`src/rtl/csi2_pkt_ctrl_pkg.sv`:
```
// Shared types and constants for the CSI-2 packet sequencer.
//   csi2_hdr_t   : packet header word layout {rsvd, ecc, wc, vc, dt}
//   DT_*         : data-type codes of the frame/line sync short packets
//   csi2_state_e : packet sequencer FSM states
//   last_keep()  : byte enables of the final payload word for a given WC
package csi2_pkg;

  localparam int unsigned WORD_W = 32;
  localparam int unsigned CNT_W  = 17;

  typedef struct packed {
    logic [1:0]  rsvd;
    logic [5:0]  ecc;
    logic [15:0] wc;
    logic [1:0]  vc;
    logic [5:0]  dt;
  } csi2_hdr_t;

  localparam logic [5:0] DT_FS        = 6'h00;
  localparam logic [5:0] DT_FE        = 6'h01;
  localparam logic [5:0] DT_LS        = 6'h02;
  localparam logic [5:0] DT_LE        = 6'h03;
  localparam logic [5:0] DT_SHORT_MAX = 6'h0F;

  typedef enum logic [2:0] {
    ST_IDLE    = 3'd0,
    ST_PAYLOAD = 3'd1,
    ST_TAIL    = 3'd2,
    ST_DROP    = 3'd3,
    ST_DONE    = 3'd4
  } csi2_state_e;

  // Byte enables for the last payload word given WC mod 4.
  function automatic logic [3:0] last_keep(input logic [1:0] rem);
    logic [3:0] keep;
    case (rem)
      2'd1:    keep = 4'b0001;
      2'd2:    keep = 4'b0011;
      2'd3:    keep = 4'b0111;
      default: keep = 4'b1111;
    endcase
    return keep;
  endfunction

endpackage

```
`src/rtl/csi2_pkt_ctrl.sv`:
```
// CSI-2 packet-level sequencer behind the header Hamming decoder.
// Parses the first word of each packet as the header, streams long-packet
// payload with keep/last, decodes FS/FE/LS/LE short packets and issues a
// one-cycle pkt_done_o to re-arm the decoder.
// Ports:
//   clk_i, rst_n_i                 : clock, async active-low reset
//   data_i, valid_i                : word stream from the header decoder
//   error_i, error_corrected_i     : decoder header ECC status (with header)
//   eot_i                          : PHY end-of-transmission pulse
//   pkt_done_o                     : packet delimiter pulse
//   tdata_o/tkeep_o/tvalid_o/tlast_o/tuser_o/tdest_o : payload stream
//   frame_start_o/frame_end_o/line_start_o/line_end_o : sync pulses
//   hdr_err_o, trunc_err_o         : error pulses
//   pkt_cnt_o/hdr_corr_cnt_o/hdr_err_cnt_o : statistics
// Optional statistics counters are built when CSI2_PKT_STAT_EN is defined;
// otherwise the statistics ports read 0.
module csi2_pkt_ctrl
  import csi2_pkg::*;
#(
  parameter logic [3:0]  VC_MASK    = 4'b1111,
  parameter int unsigned STAT_CNT_W = 16
) (
  input  logic                  clk_i,
  input  logic                  rst_n_i,
  input  logic [31:0]           data_i,
  input  logic                  valid_i,
  input  logic                  error_i,
  input  logic                  error_corrected_i,
  input  logic                  eot_i,
  output logic                  pkt_done_o,
  output logic [31:0]           tdata_o,
  output logic [3:0]            tkeep_o,
  output logic                  tvalid_o,
  output logic                  tlast_o,
  output logic                  tuser_o,
  output logic [1:0]            tdest_o,
  output logic                  frame_start_o,
  output logic                  frame_end_o,
  output logic                  line_start_o,
  output logic                  line_end_o,
  output logic                  hdr_err_o,
  output logic                  trunc_err_o,
  output logic [STAT_CNT_W-1:0] pkt_cnt_o,
  output logic [STAT_CNT_W-1:0] hdr_corr_cnt_o,
  output logic [STAT_CNT_W-1:0] hdr_err_cnt_o
);

  csi2_state_e      state_q, state_d;
  logic [CNT_W-1:0] cnt_q, cnt_d;
  logic             tail_q, tail_d;
  logic [3:0]       keep_last_q, keep_last_d;
  logic [1:0]       vc_q, vc_d;
  logic             acc_q, acc_d;
  logic             fs_pend_q, fs_pend_d;

  logic             pkt_done_q, pkt_done_d;
  logic [31:0]      tdata_q, tdata_d;
  logic [3:0]       tkeep_q, tkeep_d;
  logic             tvalid_q, tvalid_d;
  logic             tlast_q, tlast_d;
  logic             tuser_q, tuser_d;
  logic             fs_q, fs_d, fe_q, fe_d, ls_q, ls_d, le_q, le_d;
  logic             hdr_err_q, hdr_err_d;
  logic             trunc_q, trunc_d;

  csi2_hdr_t        hdr_c;
  logic [CNT_W-1:0] wc_c, p_words_c, t_words_c;
  logic             unused_hdr_c;

  // Header view of the incoming word and derived word counts.
  assign hdr_c        = csi2_hdr_t'(data_i);
  assign wc_c         = CNT_W'(hdr_c.wc);
  assign p_words_c    = (wc_c + CNT_W'(3)) >> 2;
  assign t_words_c    = (wc_c + CNT_W'(5)) >> 2;
  assign unused_hdr_c = ^{hdr_c.ecc, hdr_c.rsvd};

  // FSM state and output registers.
  always_ff @(posedge clk_i or negedge rst_n_i) begin
    if (!rst_n_i) begin
      state_q     <= ST_IDLE;
      cnt_q       <= '0;
      tail_q      <= 1'b0;
      keep_last_q <= '0;
      vc_q        <= '0;
      acc_q       <= 1'b0;
      fs_pend_q   <= 1'b0;
      pkt_done_q  <= 1'b0;
      tdata_q     <= '0;
      tkeep_q     <= '0;
      tvalid_q    <= 1'b0;
      tlast_q     <= 1'b0;
      tuser_q     <= 1'b0;
      fs_q        <= 1'b0;
      fe_q        <= 1'b0;
      ls_q        <= 1'b0;
      le_q        <= 1'b0;
      hdr_err_q   <= 1'b0;
      trunc_q     <= 1'b0;
    end else begin
      state_q     <= state_d;
      cnt_q       <= cnt_d;
      tail_q      <= tail_d;
      keep_last_q <= keep_last_d;
      vc_q        <= vc_d;
      acc_q       <= acc_d;
      fs_pend_q   <= fs_pend_d;
      pkt_done_q  <= pkt_done_d;
      tdata_q     <= tdata_d;
      tkeep_q     <= tkeep_d;
      tvalid_q    <= tvalid_d;
      tlast_q     <= tlast_d;
      tuser_q     <= tuser_d;
      fs_q        <= fs_d;
      fe_q        <= fe_d;
      ls_q        <= ls_d;
      le_q        <= le_d;
      hdr_err_q   <= hdr_err_d;
      trunc_q     <= trunc_d;
    end
  end

  // Next-state and output decode.
  always_comb begin
    state_d     = state_q;
    cnt_d       = cnt_q;
    tail_d      = tail_q;
    keep_last_d = keep_last_q;
    vc_d        = vc_q;
    acc_d       = acc_q;
    fs_pend_d   = fs_pend_q;
    tdata_d     = tdata_q;
    tkeep_d     = tkeep_q;
    tvalid_d    = 1'b0;
    tlast_d     = 1'b0;
    tuser_d     = 1'b0;
    fs_d        = 1'b0;
    fe_d        = 1'b0;
    ls_d        = 1'b0;
    le_d        = 1'b0;
    hdr_err_d   = 1'b0;
    trunc_d     = 1'b0;

    case (state_q)
      ST_IDLE: begin
        if (valid_i) begin
          vc_d  = hdr_c.vc;
          acc_d = VC_MASK[hdr_c.vc];
          if (error_i && !error_corrected_i) begin
            hdr_err_d = 1'b1;
            state_d   = ST_DROP;
          end else if (hdr_c.dt <= DT_SHORT_MAX) begin
            state_d = ST_DONE;
            if (VC_MASK[hdr_c.vc]) begin
              case (hdr_c.dt)
                DT_FS: begin
                  fs_d      = 1'b1;
                  fs_pend_d = 1'b1;
                end
                DT_FE: begin
                  fe_d      = 1'b1;
                  fs_pend_d = 1'b0;
                end
                DT_LS:   ls_d = 1'b1;
                DT_LE:   le_d = 1'b1;
                default: ;
              endcase
            end
          end else if (hdr_c.wc == 16'd0) begin
            // Empty long packet still carries one CRC word.
            state_d = ST_TAIL;
          end else begin
            cnt_d       = p_words_c;
            tail_d      = t_words_c > p_words_c;
            keep_last_d = last_keep(hdr_c.wc[1:0]);
            state_d     = ST_PAYLOAD;
          end
        end
      end

      ST_PAYLOAD: begin
        if (valid_i) begin
          tvalid_d = acc_q;
          tlast_d  = acc_q && (cnt_q == CNT_W'(1));
          if (acc_q) begin
            tdata_d   = data_i;
            tkeep_d   = (cnt_q == CNT_W'(1)) ? keep_last_q : 4'hF;
            tuser_d   = fs_pend_q;
            fs_pend_d = 1'b0;
          end
          cnt_d = cnt_q - CNT_W'(1);
          // A final word arriving with eot_i completes the packet normally.
          if (cnt_q == CNT_W'(1)) begin
            state_d = tail_q ? ST_TAIL : ST_DONE;
          end else if (eot_i) begin
            trunc_d = 1'b1;
            state_d = ST_DONE;
          end
        end else if (eot_i) begin
          trunc_d = 1'b1;
          state_d = ST_DONE;
        end
      end

      ST_TAIL: begin
        if (valid_i) begin
          state_d = ST_DONE;
        end else if (eot_i) begin
          trunc_d = 1'b1;
          state_d = ST_DONE;
        end
      end

      ST_DROP: begin
        if (eot_i) begin
          state_d = ST_DONE;
        end
      end

      ST_DONE: begin
        state_d = ST_IDLE;
      end

      default: begin
        state_d = ST_IDLE;
      end
    endcase
  end

  // The delimiter is high for the whole single cycle spent in DONE.
  assign pkt_done_d = (state_d == ST_DONE);

  assign pkt_done_o    = pkt_done_q;
  assign tdata_o       = tdata_q;
  assign tkeep_o       = tkeep_q;
  assign tvalid_o      = tvalid_q;
  assign tlast_o       = tlast_q;
  assign tuser_o       = tuser_q;
  assign tdest_o       = vc_q;
  assign frame_start_o = fs_q;
  assign frame_end_o   = fe_q;
  assign line_start_o  = ls_q;
  assign line_end_o    = le_q;
  assign hdr_err_o     = hdr_err_q;
  assign trunc_err_o   = trunc_q;

`ifdef CSI2_PKT_STAT_EN
  logic [STAT_CNT_W-1:0] pkt_cnt_q, pkt_cnt_d;
  logic [STAT_CNT_W-1:0] corr_cnt_q, corr_cnt_d;
  logic [STAT_CNT_W-1:0] err_cnt_q, err_cnt_d;

  // Saturating statistics counters.
  always_comb begin
    pkt_cnt_d  = pkt_cnt_q;
    corr_cnt_d = corr_cnt_q;
    err_cnt_d  = err_cnt_q;
    if (pkt_done_d && (pkt_cnt_q != '1)) begin
      pkt_cnt_d = pkt_cnt_q + STAT_CNT_W'(1);
    end
    if ((state_q == ST_IDLE) && valid_i && error_corrected_i && (corr_cnt_q != '1)) begin
      corr_cnt_d = corr_cnt_q + STAT_CNT_W'(1);
    end
    if (hdr_err_d && (err_cnt_q != '1)) begin
      err_cnt_d = err_cnt_q + STAT_CNT_W'(1);
    end
  end

  always_ff @(posedge clk_i or negedge rst_n_i) begin
    if (!rst_n_i) begin
      pkt_cnt_q  <= '0;
      corr_cnt_q <= '0;
      err_cnt_q  <= '0;
    end else begin
      pkt_cnt_q  <= pkt_cnt_d;
      corr_cnt_q <= corr_cnt_d;
      err_cnt_q  <= err_cnt_d;
    end
  end

  assign pkt_cnt_o      = pkt_cnt_q;
  assign hdr_corr_cnt_o = corr_cnt_q;
  assign hdr_err_cnt_o  = err_cnt_q;
`else
  assign pkt_cnt_o      = '0;
  assign hdr_corr_cnt_o = '0;
  assign hdr_err_cnt_o  = '0;
`endif

endmodule

```
`config.mk`:
```
export PLATFORM = sky130hd
export DESIGN_NAME = csi2_pkt_ctrl
export DESIGN_NICKNAME = d
export VERILOG_FILES = /design/src/rtl/csi2_pkt_ctrl_pkg.sv /design/src/rtl/csi2_pkt_ctrl.sv
export SDC_FILE = /design/constraint.sdc
export NUM_CORES = 1
export LEC_CHECK = 0
export ABC_CLOCK_PERIOD_IN_PS = 3200
export CAP_MARGIN = 10
export CORE_AREA = 2 2 97 99
export CTS_CLUSTER_DIAMETER = 80
export DETAILED_ROUTE_END_ITERATION = 8
export DIE_AREA = 0 0 99 101
export GPL_TIMING_DRIVEN = 0
export PLACE_DENSITY_LB_ADDON = 0.15
export SYNTH_ARGS = -nofsm -noshare
export SYNTH_HDL_FRONTEND = slang
export SYNTH_SLANG_ARGS = --single-unit
```
`constraint.sdc`:
```
create_clock -name clk_i -period 3.2 [get_ports clk_i]
set_clock_uncertainty 0.05 [all_clocks]
set_input_delay 0.32 -clock clk_i [delete_from_list [all_inputs] [get_ports clk_i]]
set_output_delay 0.32 -clock clk_i [all_outputs]
set_load 0.02 [all_outputs]
```
==> flow_summary.toml, run 1 <==
[yosys]
avgSynthCellArea_um2 = 9.77
synth_cells = 468
synth_edf_count = 0
synth_area_um2 = 4570
synth.distinct_cells = 59
yosys.area.top_type = "dfrtp_1"
ys_seq_elements = 75
async_flop_share = 1.00
synth_warnings = 0
synth_top_area_share = 0.410
synthTopCellsByArea = "dfrtp_1 (41%), buf_4 (7.9%), mux2_2 (7.9%)"
yosysSeqAreaShare = 0.410
synthFlopType = "dfrtp_1"

[finish]
design_area_um2 = 5900
antennaDiodeCount = 0
syn_to_final_growth_pct = 28.9
post-route-util = 0.657
final_cell_mix = "dfrtp_1 (75), clkdlybuf4s50_1 (71), buf_4 (52)"
nNetsFinal = 661
final_cell_count_no_fill = 720
drive_above_1_share = 0.205
layout_commonest_cell = "dfrtp_1"

[hold_path]
hold_depth = 3
hold_start = "data_i[8]"
holdPathEnd = "tdata_o[8]"
hp-class = "input pin to register"

[global_routing]
grt.overflow.total = 0
grt_pass1_vias = 3864
grt_pass1_wl_um = 17700
grt_max_degree = 39
antenna_found_initial = 0
gr-usage-all-layers = 0.221

[floorplanning]
rows = 35
die_x_um = 99
coreArea_um2 = 8980
dieArea_um2 = 10000
initial_core_util = 0.510
pin_count = 134
die_h_um = 101

[timing]
setup_viol = 0
tightest_slew_ns = 0.717
rsz0062_at_grt = "no"
slew_headroom = 0.521
layout_setup_ws_ns = 0.239
whs_ns = 0.332
period_minus_slack_ns = 2.96
max_freq_mhz = 338
fin_crit_sh = 0.925
slew_viol_final = 0
finalHoldViolCount = 0

[detailed_routing]
postRouteAntennaNets = 0
drc_errors = 0
drtIter0Drc = 152
routed_wirelength_um = 10800
post_drt_wl_per_cell_um = 15.0
vias_per_cell = 5.35
vias = 3852
dr.pass1.iters = 5

[pwr]
cellLeakagePower_uw = 0.00260
ir_worst_vdd_v = 0.000466
powerDensity_nw_per_um2 = 744

[cts]
cts_sinks = 75
cts_buffer_depth = 2
cts-root-buf = "clkbuf_8"
worstSkewPairLatency_ns = 0.36
cts_made_buffers = 9
tritoncts = "yes"
htreeDepth = 3
clk_pin_slew_ns = 0.09

[placement]
place.gp.congestion = 0.826
post-place-ws_ns = -0.434
placed_cell_area_um2 = 5640
place_hpwl_um = 8090
port_buffers = 73
placedCellCount = 700

[worst_setup_path]
crit_type = "input pin to register"
startpoint = "data_i[9]"
r2r-end = "cnt_q[11]"
cp_data_required_time_ns = 3.39
reg2reg_setup_slack_ns = 0.67
end_kind = "register"
rr_worst_depth = 6
crit_arrival_ns = 3.15
crit_fanout = 6
startpoint_type = "input pin"
crit-reg2reg-launch = "state_q[1]"

[flow_run]
maxCapViolations = 0

[run_status]
status = "complete, no violations"
## report_power, final
part | total [uW] | switching, uW | internal [uW]
registers | 1600 | 266 | 1330
logic | 2060 | 1070 | 994
clock network | 724 | 391 | 334
## final cells by class
| class | count | area [um^2] |
|---|---|---|
| repair buffers | 78 | 783 |
| inverters | 12 | 45.0 |
| flip-flops and latches | 75 | 1880 |
| clock buffers | 11 | 151 |
| plain buffers | 73 | 458 |
| multi-input cells | 355 | 2400 |
| fillers | 767 | 3080 |
| clock inverters | 5 | 43.8 |
| well taps | 111 | 139 |
## cell families after synthesis
logic type	after synthesis	synth area share
fa+ha+maj	19	0.0520
flops	75	0.410
mux	34	0.0832
compound gates	78	0.110
xor+xnor	28	0.0536
simple gates	148	0.180
buf+inv	85	0.110
other cells	1	0.000820
## metrics by stage
stage	power [uW]	setup TNS (ns)
after floorplan	2830	0
after global placement	3600	-65.01
after detailed placement	3670	-0.434
after CTS	4410	0
after global routing	4640	0
final	4390	0
## how the worst max path moves through the flow
stage                     slack, ns     endpoint
final                          0.24       tail_q
after global routing           0.03       tail_q
after CTS                      0.03       tail_q
after detailed placement      -0.43       tail_q
after global placement        -0.87  tdata_o[17]
after floorplan                0.38       tail_q
## timing repair
action | in CTS | in global routing
resized for setup | 1 | 8
cloned | 0 | 0
hold buffers | 1 | 0
buffers inserted | 2 | 1
endpoints found under the hold margin | 37 | 0
endpoints found under the setup margin | 1 | 1
## cell usage after synthesis, types with 6 or more instances
cell       n
dfrtp_1   75
buf_4     48
nor2_1    35
mux2_2    32
nand2_1   30
o21ai_0   28
clkbuf_1  19
ha_1      19
xnor2_1   18
nor3_1    13
a21oi_1   12
inv_1     12
nand3_1   12
xor2_1    10
nand4_1    8
o221ai_1   7
and3_1     6
nor4_1     6
## metal layers
| layer | GRT usage | routed length [um] | vias to the layer above |
|---|---|---|---|
| li1 | - | - | 1843 |
| met1 | 0.277 | 4500 | 1840 |
| met2 | 0.378 | 5390 | 149 |
| met3 | 0.0423 | 704 | 20 |
| met4 | 0.0854 | 203 | 0 |
| met5 | 0 | 0 | - |
## state kept, by name, summed over array words and instances (netlist names), 2 cells and up
name and cells:
state_q 3, keep_last_q 4, cnt_q 17, tdest_o 2, tkeep_o 4, tdata_o 32
## worst max-delay path, cell delays in order
cell and delay, ns:
clkdlybuf4s50_1 0.54, inv_1 0.10, ha_2 0.22, nand3b_1 0.22, nor2_2 0.18, nand3_1 0.13, xor2_2 0.20, ha_1 0.33
and4_1 0.23, a211o_1 0.28, a2111oi_2 0.30, o21ai_1 0.11
Power figures use the tool's default switching activity.
==> run 2: changes to the inputs <==
--- a/config.mk
+++ b/config.mk
@@ -13,6 +13,8 @@
 export DIE_AREA = 0 0 99 101
 export GPL_TIMING_DRIVEN = 0
 export PLACE_DENSITY_LB_ADDON = 0.15
+export SKIP_LAST_GASP = 1
+export SLEW_MARGIN = 25
 export SYNTH_ARGS = -nofsm -noshare
 export SYNTH_HDL_FRONTEND = slang
 export SYNTH_SLANG_ARGS = --single-unit
==> results of run 2 <==
Same layout as run 1: the final DEF is identical, and so are final timing and power.
==> run 3: changes to the inputs <==
--- a/config.mk
+++ b/config.mk
@@ -7,10 +7,12 @@
 export LEC_CHECK = 0
 export ABC_CLOCK_PERIOD_IN_PS = 3200
 export CAP_MARGIN = 10
-export CORE_AREA = 2 2 97 99
+export CELL_PAD_IN_SITES_DETAIL_PLACEMENT = 0
+export CELL_PAD_IN_SITES_GLOBAL_PLACEMENT = 1
+export CORE_AREA = 2 2 112 114
 export CTS_CLUSTER_DIAMETER = 80
 export DETAILED_ROUTE_END_ITERATION = 8
-export DIE_AREA = 0 0 99 101
+export DIE_AREA = 0 0 114 116
 export GPL_TIMING_DRIVEN = 0
 export PLACE_DENSITY_LB_ADDON = 0.15
 export SKIP_LAST_GASP = 1
==> run 3 against run 2 <==
  * Cell count increased by 4.6%
  * Combinational power about the same
  * Via count decreased by 2.3%
  * Worst setup slack got worse by 0.025 ns
  * Power increased by 4.3%
  * Sequential share of layout area decreased by 0.47 points
  * Die area increased by 32%
  * Count of clock-buffer cells in the layout unchanged
  * Critical path depth unchanged
  * Wire length increased by 2.5%
  * Non-clock buffer count decreased by 2
  * Sequential power about the same
  * Critical endpoint unchanged
  * Largest cell class unchanged
  * Largest power group unchanged
==> flow_summary.toml, run 3 (synthesis gave the netlist of run 1 again) <==
[hold_path]
hold_depth = 2
holdPathEnd = "tdata_o[14]"
hp-class = "input pin to register"
hold_start = "data_i[14]"

[pwr]
power_uw = 4580
powerDensity_nw_per_um2 = 765
sequentialPowerShare = 0.348
ir_worst_vdd_v = 0.000377
comb_power_share = 0.450
cellLeakagePower_uw = 0.00261
clkPwrFrac = 0.202
internal_power_uw = 2870
p_sw_uw = 1710
swShare = 0.374

[placement]
place.gp.congestion = 0.807
port_buffers = 73
place_hpwl_um = 8490
post-place-ws_ns = -0.615

[floorplanning]
initial_core_util = 0.384
rows = 40
coreArea_um2 = 11900
dieArea_um2 = 13200
die_x_um = 114
die_h_um = 116
pin_count = 134

[detailed_routing]
vias = 3763
dr.pass1.iters = 5
routed_wirelength_um = 11100
post_drt_wl_per_cell_um = 14.7
vias_per_cell = 5.00
drtIter0Drc = 110
postRouteAntennaNets = 0
drc_errors = 0

[worst_setup_path]
rr_worst_depth = 6
crit_slowest_cell = "a2111oi_0"
crit_type = "input pin to register"
startpoint_type = "input pin"
crit-reg2reg-launch = "state_q[1]"
cp_data_required_time_ns = 3.36
crit_arrival_ns = 3.14
r2r-end = "cnt_q[11]"
end_kind = "register"
reg2reg_setup_slack_ns = 0.71
critPathMaxStageDelay_ns = 0.38
crit_fanout = 6
crit_chain = "dlygate4sd2_1, inv_1, ha_2, nand3b_1, nor2_1, nand3_1, xor2_2, ha_1, and4_1, a211o_1, a2111oi_0, o21ai_1"

[global_routing]
gr-usage-all-layers = 0.173
grt_pass1_vias = 3607
grt_pass1_wl_um = 18000
antenna_found_initial = 0
grt.overflow.total = 0
grt_max_degree = 47

[cts]
worstSkewPairLatency_ns = 0.34
cts_sinks = 75
cts_made_buffers = 9
tritoncts = "yes"
clk_pin_slew_ns = 0.06
cts-root-buf = "clkbuf_16"
htreeDepth = 3
cts_buffer_depth = 2

[finish]
drive_above_1_share = 0.193
layout_commonest_cell = "dfrtp_1"
nNetsFinal = 659
antennaDiodeCount = 0
largest_reg_flops = 32
post-route-util = 0.503
final_cell_mix = "dfrtp_1 (75), clkdlybuf4s50_1 (70), buf_4 (50)"
syn_to_final_growth_pct = 30.9

[timing]
layout_setup_ws_ns = 0.214
period_minus_slack_ns = 2.99
slew_headroom = 0.490
rsz0062_at_grt = "no"
tightest_slew_ns = 0.763
slew_viol_final = 0
max_freq_mhz = 335
fin_crit_sh = 0.933
finalHoldViolCount = 0
whs_ns = 0.413
setup_viol = 0

[flow_run]
maxCapViolations = 0

[run_status]
status = "complete, no violations"
-- run 3: cell types whose count changed in the layout (fill, tap and decap cells not counted), sizes merged, moves of 2 or more --
cell,change
inv,-2
clkinvlp,+3
buf,-2
clkinv,-2
dlygate4sd2,+2
-- run 3: per-layer routing --
metal | wire length [um] | up-vias | track usage
li1 | - | 1837 | -
met1 | 4890 | 1805 | 0.220
met2 | 5430 | 112 | 0.291
met3 | 644 | 9 | 0.0476
met4 | 103 | 0 | 0.0447
met5 | 0 | - | 0
-- run 3: area by class of cell --
class	instances	area (um^2)
fillers	1134	5930
multi-input cells	355	2380
well taps	147	184
repair buffers	76	771
flip-flops and latches	75	1880
inverters	12	45.0
clock inverters	4	27.5
clock buffers	11	243
plain buffers	73	458
-- run 3: repair_timing --
item | in CTS | in global routing
gates resized for setup | 4 | 0
setup endpoints to repair | 1 | 0
endpoints found under the hold margin | 29 | 0
hold buffers | 1 | 0
buffers inserted | 1 | 0
-- run 3: power groups by stage --
stage                     logic (uW)  registers (uW)  clock network, uW
after CTS                       2080            1600                956
after global placement          2040            1590                  0
after global routing            2230            1650                990
after floorplan                  938            1890                  0
after detailed placement        2070            1610                  0
final                           2060            1600                925
-- run 3: worst max-delay path: cells and delay by family --
family / cells / cell delay (ns)
and+or+nand+nor: 4 / 0.81
buffers and inverters: 2 / 0.45
adders and majority gates: 2 / 0.58
AOI/OAI and AO/OA: 3 / 0.78
xor gates and xnor gates: 1 / 0.20
-- run 3: worst max-delay path by stage --
stage	to	cells past startpoint	start	slack (ns)
floorplan	tail_q	9	data_i[12]	0.38
global placement	tdata_o[22]	1	rst_n_i	-0.96
detailed placement	tail_q	12	data_i[8]	-0.61
CTS	tail_q	12	data_i[9]	0.24
global route	tail_q	12	data_i[8]	0.01
finish	tail_q	12	data_i[8]	0.21
-- run 3: metrics by stage --
| step | TNS (ns) | instances | instance area (um^2) |
|---|---|---|---|
| floorplan | 0 | 515 | 4750 |
| global placement | -71.89 | 735 | 5670 |
| detailed placement | -0.989 | 736 | 5690 |
| CTS | 0 | 753 | 5990 |
| global route | 0 | 753 | 5990 |
| finish | 0 | 753 | 5990 |
